==> config.mk <==
export PLATFORM = sky130hd
export DESIGN_NAME = player_hit_ctrl
export DESIGN_NICKNAME = d
export VERILOG_FILES = /design/src/rtl/player_hit_ctrl.sv
export SDC_FILE = /design/constraint.sdc
export NUM_CORES = 1
export LEC_CHECK = 0
export BUFFER_PORTS_ARGS = -buffer_cell sky130_fd_sc_hd__buf_4
export CAP_MARGIN = 30
export CORE_ASPECT_RATIO = 1.25
export CORE_MARGIN = 1.5
export CORE_UTILIZATION = 58
export CTS_BUF_LIST = sky130_fd_sc_hd__clkbuf_16
export CTS_CLUSTER_SIZE = 16
export DETAILED_ROUTE_END_ITERATION = 10
export GPL_TIMING_DRIVEN = 0
export PLACE_DENSITY = 0.81
export SETUP_SLACK_MARGIN = 0.5
export SLEW_MARGIN = 30
export SYNTH_ARGS = -nofsm -noshare
export SYNTH_HDL_FRONTEND = slang
export SYNTH_SLANG_ARGS = --single-unit
export TNS_END_PERCENT = 5
==> constraint.sdc <==
create_clock -name clk -period 2.7 [get_ports clk]
set_input_delay 0 -clock clk [delete_from_list [all_inputs] [get_ports clk]]
set_output_delay 0 -clock clk [all_outputs]
set_load 0.02 [all_outputs]
==> src/rtl/player_hit_ctrl.sv <==
// Player hit/death sequencer: turns collisions into single-cycle hit pulses and
// runs the mercy-invulnerability blink, the death animation and the game-over hold.
module player_hit_ctrl #(
  parameter int INVULN_FRAMES     = 120,
  parameter int BLINK_HALF_FRAMES = 8,
  parameter int DEATH_FRAMES      = 90
) (
  input  logic       clk,
  input  logic       reset,
  input  logic       startOfFrame,
  input  logic       explosion_collision,
  input  logic       enemy_collision,
  input  logic       player_died,
  input  logic       score_reset,
  output logic       player_hit,
  output logic       invulnerable,
  output logic       player_blink,
  output logic       game_over,
  output logic [7:0] hit_count
);

  typedef enum logic [2:0] {
    ALIVE,
    HIT,
    INVULN,
    DYING,
    GAME_OVER
  } state_t;

  localparam logic [7:0] INVULN_LAST = 8'(INVULN_FRAMES - 1);
  localparam logic [7:0] BLINK_LAST  = 8'(BLINK_HALF_FRAMES - 1);
  localparam logic [7:0] DEATH_LAST  = 8'(DEATH_FRAMES - 1);

  state_t     state, state_n;
  logic [7:0] frame_cnt, frame_cnt_n;
  logic [7:0] blink_cnt, blink_cnt_n;
  logic [7:0] hit_cnt, hit_cnt_n;
  logic       blink, blink_n;
  logic       coll;

  assign coll = explosion_collision | enemy_collision;

  // NOTE: every variable gets a default before the case so no path leaves it
  // unassigned; that is what keeps always_comb from inferring a latch.
  always_comb begin
    state_n     = state;
    frame_cnt_n = frame_cnt;
    blink_cnt_n = blink_cnt;
    hit_cnt_n   = hit_cnt;
    blink_n     = blink;

    if (score_reset) begin
      state_n     = ALIVE;
      frame_cnt_n = '0;
      blink_cnt_n = '0;
      hit_cnt_n   = '0;
      blink_n     = 1'b0;
    end else begin
      unique case (state)
        ALIVE: begin
          blink_n = 1'b0;
          // Lives already at zero: go straight to the death animation, no pulse.
          if (player_died) begin
            state_n     = DYING;
            frame_cnt_n = '0;
            blink_n     = 1'b1;
          end else if (coll) begin
            state_n     = HIT;
            hit_cnt_n   = (hit_cnt == 8'hFF) ? hit_cnt : hit_cnt + 8'd1;
            frame_cnt_n = '0;
            blink_cnt_n = '0;
            blink_n     = 1'b1;
          end
        end
        HIT: state_n = INVULN;
        INVULN: begin
          // The lives counter lags the pulse by a cycle, so death wins here.
          if (player_died) begin
            state_n     = DYING;
            frame_cnt_n = '0;
            blink_n     = 1'b1;
          end else if (startOfFrame) begin
            if (frame_cnt == INVULN_LAST) begin
              state_n = ALIVE;
              blink_n = 1'b0;
            end else begin
              frame_cnt_n = frame_cnt + 8'd1;
              if (blink_cnt == BLINK_LAST) begin
                blink_cnt_n = '0;
                blink_n     = ~blink;
              end else begin
                blink_cnt_n = blink_cnt + 8'd1;
              end
            end
          end
        end
        DYING: begin
          blink_n = 1'b1;
          if (startOfFrame) begin
            if (frame_cnt == DEATH_LAST) state_n = GAME_OVER;
            else frame_cnt_n = frame_cnt + 8'd1;
          end
        end
        GAME_OVER: blink_n = 1'b1;
        default: state_n = ALIVE;
      endcase
    end
  end

  // NOTE: sequential state uses non-blocking assignments so every register
  // samples the pre-edge values, independent of statement order.
  always_ff @(posedge clk) begin
    if (reset) begin
      state     <= ALIVE;
      frame_cnt <= '0;
      blink_cnt <= '0;
      hit_cnt   <= '0;
      blink     <= 1'b0;
    end else begin
      state     <= state_n;
      frame_cnt <= frame_cnt_n;
      blink_cnt <= blink_cnt_n;
      hit_cnt   <= hit_cnt_n;
      blink     <= blink_n;
    end
  end

  assign player_hit   = (state == HIT);
  assign invulnerable = (state == INVULN);
  assign game_over    = (state == GAME_OVER);
  assign player_blink = blink;
  assign hit_count    = hit_cnt;

endmodule

==> qor.json <==
{
  "detail_route.wirelength": {"value": 3590, "unit": "µm"},
  "timing.hold.worst.start": {"value": "reset"},
  "synthesized_area_per_cell": {"value": 8.25, "unit": "µm²"},
  "final_net_count": {"value": 227},
  "htreeDepth": {"value": 1},
  "routabilityCongestion": {"value": 0.936},
  "worstSetupPathType": {"value": "reg -> reg"},
  "rsz0062_at_grt": {"value": "yes"},
  "met2_usage": {"value": 45.5, "unit": "%"},
  "tritoncts_clock_tree": {"value": "yes"},
  "achievable-frequency": {"value": 489, "unit": "MHz"},
  "filler_cell_count": {"value": 226},
  "power_switching_share": {"value": 22.2, "unit": "%"},
  "dr.first_iter.drc_count": {"value": 61},
  "finalClockSkew": {"value": 0.00374, "unit": "ns"},
  "cts_inserted_buffers": {"value": 3},
  "row_count": {"value": 21},
  "start_util": {"value": 60.0, "unit": "%"},
  "vias_per_cell": {"value": 6.12},
  "status": {"value": "finished clean"},
  "cts_setup_buffers": {"value": 0},
  "rr_startpoint": {"value": "frame_cnt[0]"},
  "share_of_async_settable_or_async_resettable_flops_after_synthesis": {"value": 0, "unit": "%"},
  "worstSetupStartpoint": {"value": "frame_cnt[0]"},
  "syn-num-nets": {"value": 204},
  "cp.required": {"value": 2.91, "unit": "ns"},
  "post-dp-hpwl": {"value": 2570, "unit": "µm"},
  "crit_path_start_kind": {"value": "register"},
  "post_dp_cell_area": {"value": 0.00177, "unit": "mm²"},
  "synth-edff-count": {"value": 0},
  "floorplan.io_pins": {"value": 19},
  "share_clk_of_total_power": {"value": 45.5, "unit": "%"},
  "seq_power_share": {"value": 43.6, "unit": "%"},
  "drtAntennaViolNets": {"value": 0},
  "synthesis.instances": {"value": 193},
  "cts-hold-fix-buffers": {"value": 0},
  "synth_top_flop_cell": {"value": "dfxtp_1"},
  "syn2layout_area_growth": {"value": 17.8, "unit": "%"},
  "grt_pass1_vias": {"value": 1317},
  "route.detailed.drc": {"value": 0},
  "first_pass_iters": {"value": 4},
  "comb_power_share": {"value": 10.9, "unit": "%"},
  "drv.max_cap_violation_count": {"value": 0},
  "antenna_found_initial": {"value": 0},
  "crit_path_max_fanout": {"value": 8},
  "clkSinkCount": {"value": 28},
  "diodes_inserted": {"value": 0},
  "timing.slew.headroom": {"value": 63.5, "unit": "%"},
  "dr_total_vias": {"value": 1523},
  "final.period_utilization": {"value": 75.7, "unit": "%"},
  "worst-endpoint-arrival": {"value": 2.25, "unit": "ns"},
  "wire_length_of_the_first_global_routing_pass": {"value": 5800, "unit": "µm"},
  "gr-usage-met1": {"value": 27.7, "unit": "%"},
  "cellPowerDensity": {"value": 518, "unit": "mW/mm²"},
  "warnings_from_yosys": {"value": 0},
  "timing.final.max_slew_violations": {"value": 0},
  "grt_max_degree": {"value": 17},
  "crit_path_end_kind": {"value": "register"},
  "groute.layer.met3.usage": {"value": 5.10, "unit": "%"},
  "ctsLongestPathBuffers": {"value": 2},
  "grt.busiest_layer": {"value": "met2"},
  "core_area": {"value": 0.00265, "unit": "mm²"},
  "final_layout_size_suffix_gt1_share": {"value": 15.8, "unit": "%"},
  "final_cell_area": {"value": 0.00188, "unit": "mm²"},
  "hold_violations": {"value": 0},
  "detail_route.wl_per_cell": {"value": 14.4, "unit": "µm"},
  "switching_power": {"value": 216, "unit": "µW"},
  "setup_viol_count_final": {"value": 0},
  "netlist_area": {"value": 0.00159, "unit": "mm²"},
  "netlist-cell-type-count": {"value": 48},
  "ys_seq_elements": {"value": 28},
  "timing.hold.worst.class": {"value": "in -> reg"},
  "grt.total_usage": {"value": 24.9, "unit": "%"},
  "clock_tree.root_cell": {"value": "clkbuf_16"},
  "synth.yosys.seq_area_share": {"value": 35.2, "unit": "%"},
  "grt-ovfl-total": {"value": 0},
  "die_area": {"value": 0.00307, "unit": "mm²"},
  "fin_setup_tns": {"value": 0, "unit": "ns"},
  "cellInternalPower": {"value": 757, "unit": "µW"},
  "cts.reportedPaths.clkPinSlew": {"value": 0.07, "unit": "ns"},
  "die-width": {"value": 49.9, "unit": "µm"},
  "tightest_slew": {"value": 0.545, "unit": "ns"},
  "vdd_drop_max": {"value": 0.481, "unit": "mV"},
  "vert_die_dim": {"value": 61.6, "unit": "µm"},
  "final_period_minus_worst_setup_slack": {"value": 2.04, "unit": "ns"},
  "buffer_ports.inserted": {"value": 18},
  "cellLeakagePower": {"value": 0.000724, "unit": "µW"},
  "clock_insertion_delay_worst_skew": {"value": 0.27, "unit": "ns"}
}
[layout by cell type, fill, tap and decap left out, types with 2 or more instances in the layout]
cell type / Yosys / layout
a211oi_1: 2 / 2
a21boi_0: 3 / 2
a21oi_1: 9 / 9
and2_1: 4 / 4
and3_1: 3 / 3
buf_4: 0 / 18
clkbuf_1: 3 / 3
clkbuf_16: 0 / 3
clkbuf_8: 2 / 2
dfxtp_1: 28 / 28
ha_1: 4 / 4
inv_1: 5 / 5
mux2i_1: 2 / 2
nand2_1: 24 / 24
nand2b_1: 3 / 3
nand3_1: 8 / 8
nand4_1: 6 / 6
nand4b_1: 3 / 3
nor2_1: 24 / 24
nor3_1: 7 / 7
nor4_1: 4 / 4
o21a_1: 3 / 3
o21ai_0: 6 / 6
or2_2: 3 / 3
or3_1: 3 / 3
or4_1: 2 / 2
xnor2_1: 4 / 4
xor2_1: 6 / 6
[flip-flops by register name, indices dropped and copies added (netlist names)]
register      count
state             3
hit_count         8
frame_cnt         8
blink_cnt         8
player_blink      1
[power groups by stage]
| stage | logic (µW) | registers (µW) | clock network (µW) |
|---|---|---|---|
| finish | 106 | 424 | 442 |
| global route | 116 | 424 | 460 |
| CTS | 105 | 423 | 443 |
| detailed placement | 105 | 433 | 0 |
| global placement | 101 | 433 | 0 |
| floorplan | 71.9 | 434 | 0 |
[final timing paths]
check,endpoint,slack (ns),cells after the start
max,blink_cnt[0],0.66,7
min,blink_cnt[4],0.06,3
max reg2reg,blink_cnt[0],0.66,7
min reg2reg,hit_count[1],0.50,2
[area by class of cell]
cell class | count | area, µm² | area share [%]
sequential | 28 | 561 | 29.9
inverter | 5 | 18.8 | 1.00
tap | 34 | 42.5 | 2.27
clock inverter | 1 | 30.0 | 1.60
buffer | 6 | 42.5 | 2.27
multi-input combinational | 154 | 971 | 51.8
timing repair buffer | 18 | 135 | 7.20
clock buffer | 3 | 75.1 | 4.00
[layer usage]
layer	vias to the layer above	wire (µm)
met5	-	0
met4	0	79
met3	11	122
met2	40	1840
met1	728	1550
li1	744	-
[what timing repair did]
item	in CTS	in global routing
endpoints found under the hold margin	0	0
gates resized for setup	0	1
setup endpoints to repair	0	2
[synth_stat cells, drive strengths merged, types with 5 or more instances]
master	count	share of area [%]
dfxtp	28	35
nand2	24	5.7
nor2	24	5.7
a21oi	9	2.8
nand3	8	2.5
nor3	7	2.2
nand4	6	2.4
o21ai	6	1.9
xor2	6	3.3
clkbuf	5	2.4
inv	5	1.2
nor4	5	2.9
[critical path, cell delays in order, from the launching register on]
cell and delay, ns:
dfxtp_1 0.39, ha_1 0.23, nand4b_1 0.17, o2111a_1 0.32, or2_2 0.30, clkbuf_1 0.19
mux2_2 0.30, nor2_1 0.07
[per-stage QoR]
| step | total power (µW) | cells | hold slack (ns) | utilization [%] | setup WS [ns] |
|---|---|---|---|---|---|
| after global placement | 534 | 245 | 0.344 | 66.7 | 0.718 |
| after detailed placement | 538 | 245 | 0.347 | 66.7 | 0.665 |
| after floorplan | 506 | 193 | 0.198 | - | 0.876 |
| final | 972 | 249 | 0.0646 | 70.7 | 0.657 |
| after CTS | 972 | 249 | 0.0714 | 70.7 | 0.670 |
| after global routing | 1000 | 249 | 0.0953 | 70.7 | 0.476 |
[cells by family after synthesis]
| group | count (synthesis) | share of synthesized area, % |
|---|---|---|
| AND/OR/NAND/NOR | 101 | 34.4 |
| AO/OA/AOI/OAI | 36 | 15.9 |
| adder cells (fa/ha/maj) | 4 | 3.14 |
| flip-flops | 28 | 35.2 |
| multiplexers | 3 | 1.96 |
| XOR/XNOR | 10 | 5.50 |
| buffers and inverters | 11 | 3.85 |
Note: power is estimated with default switching activity, not from simulation.
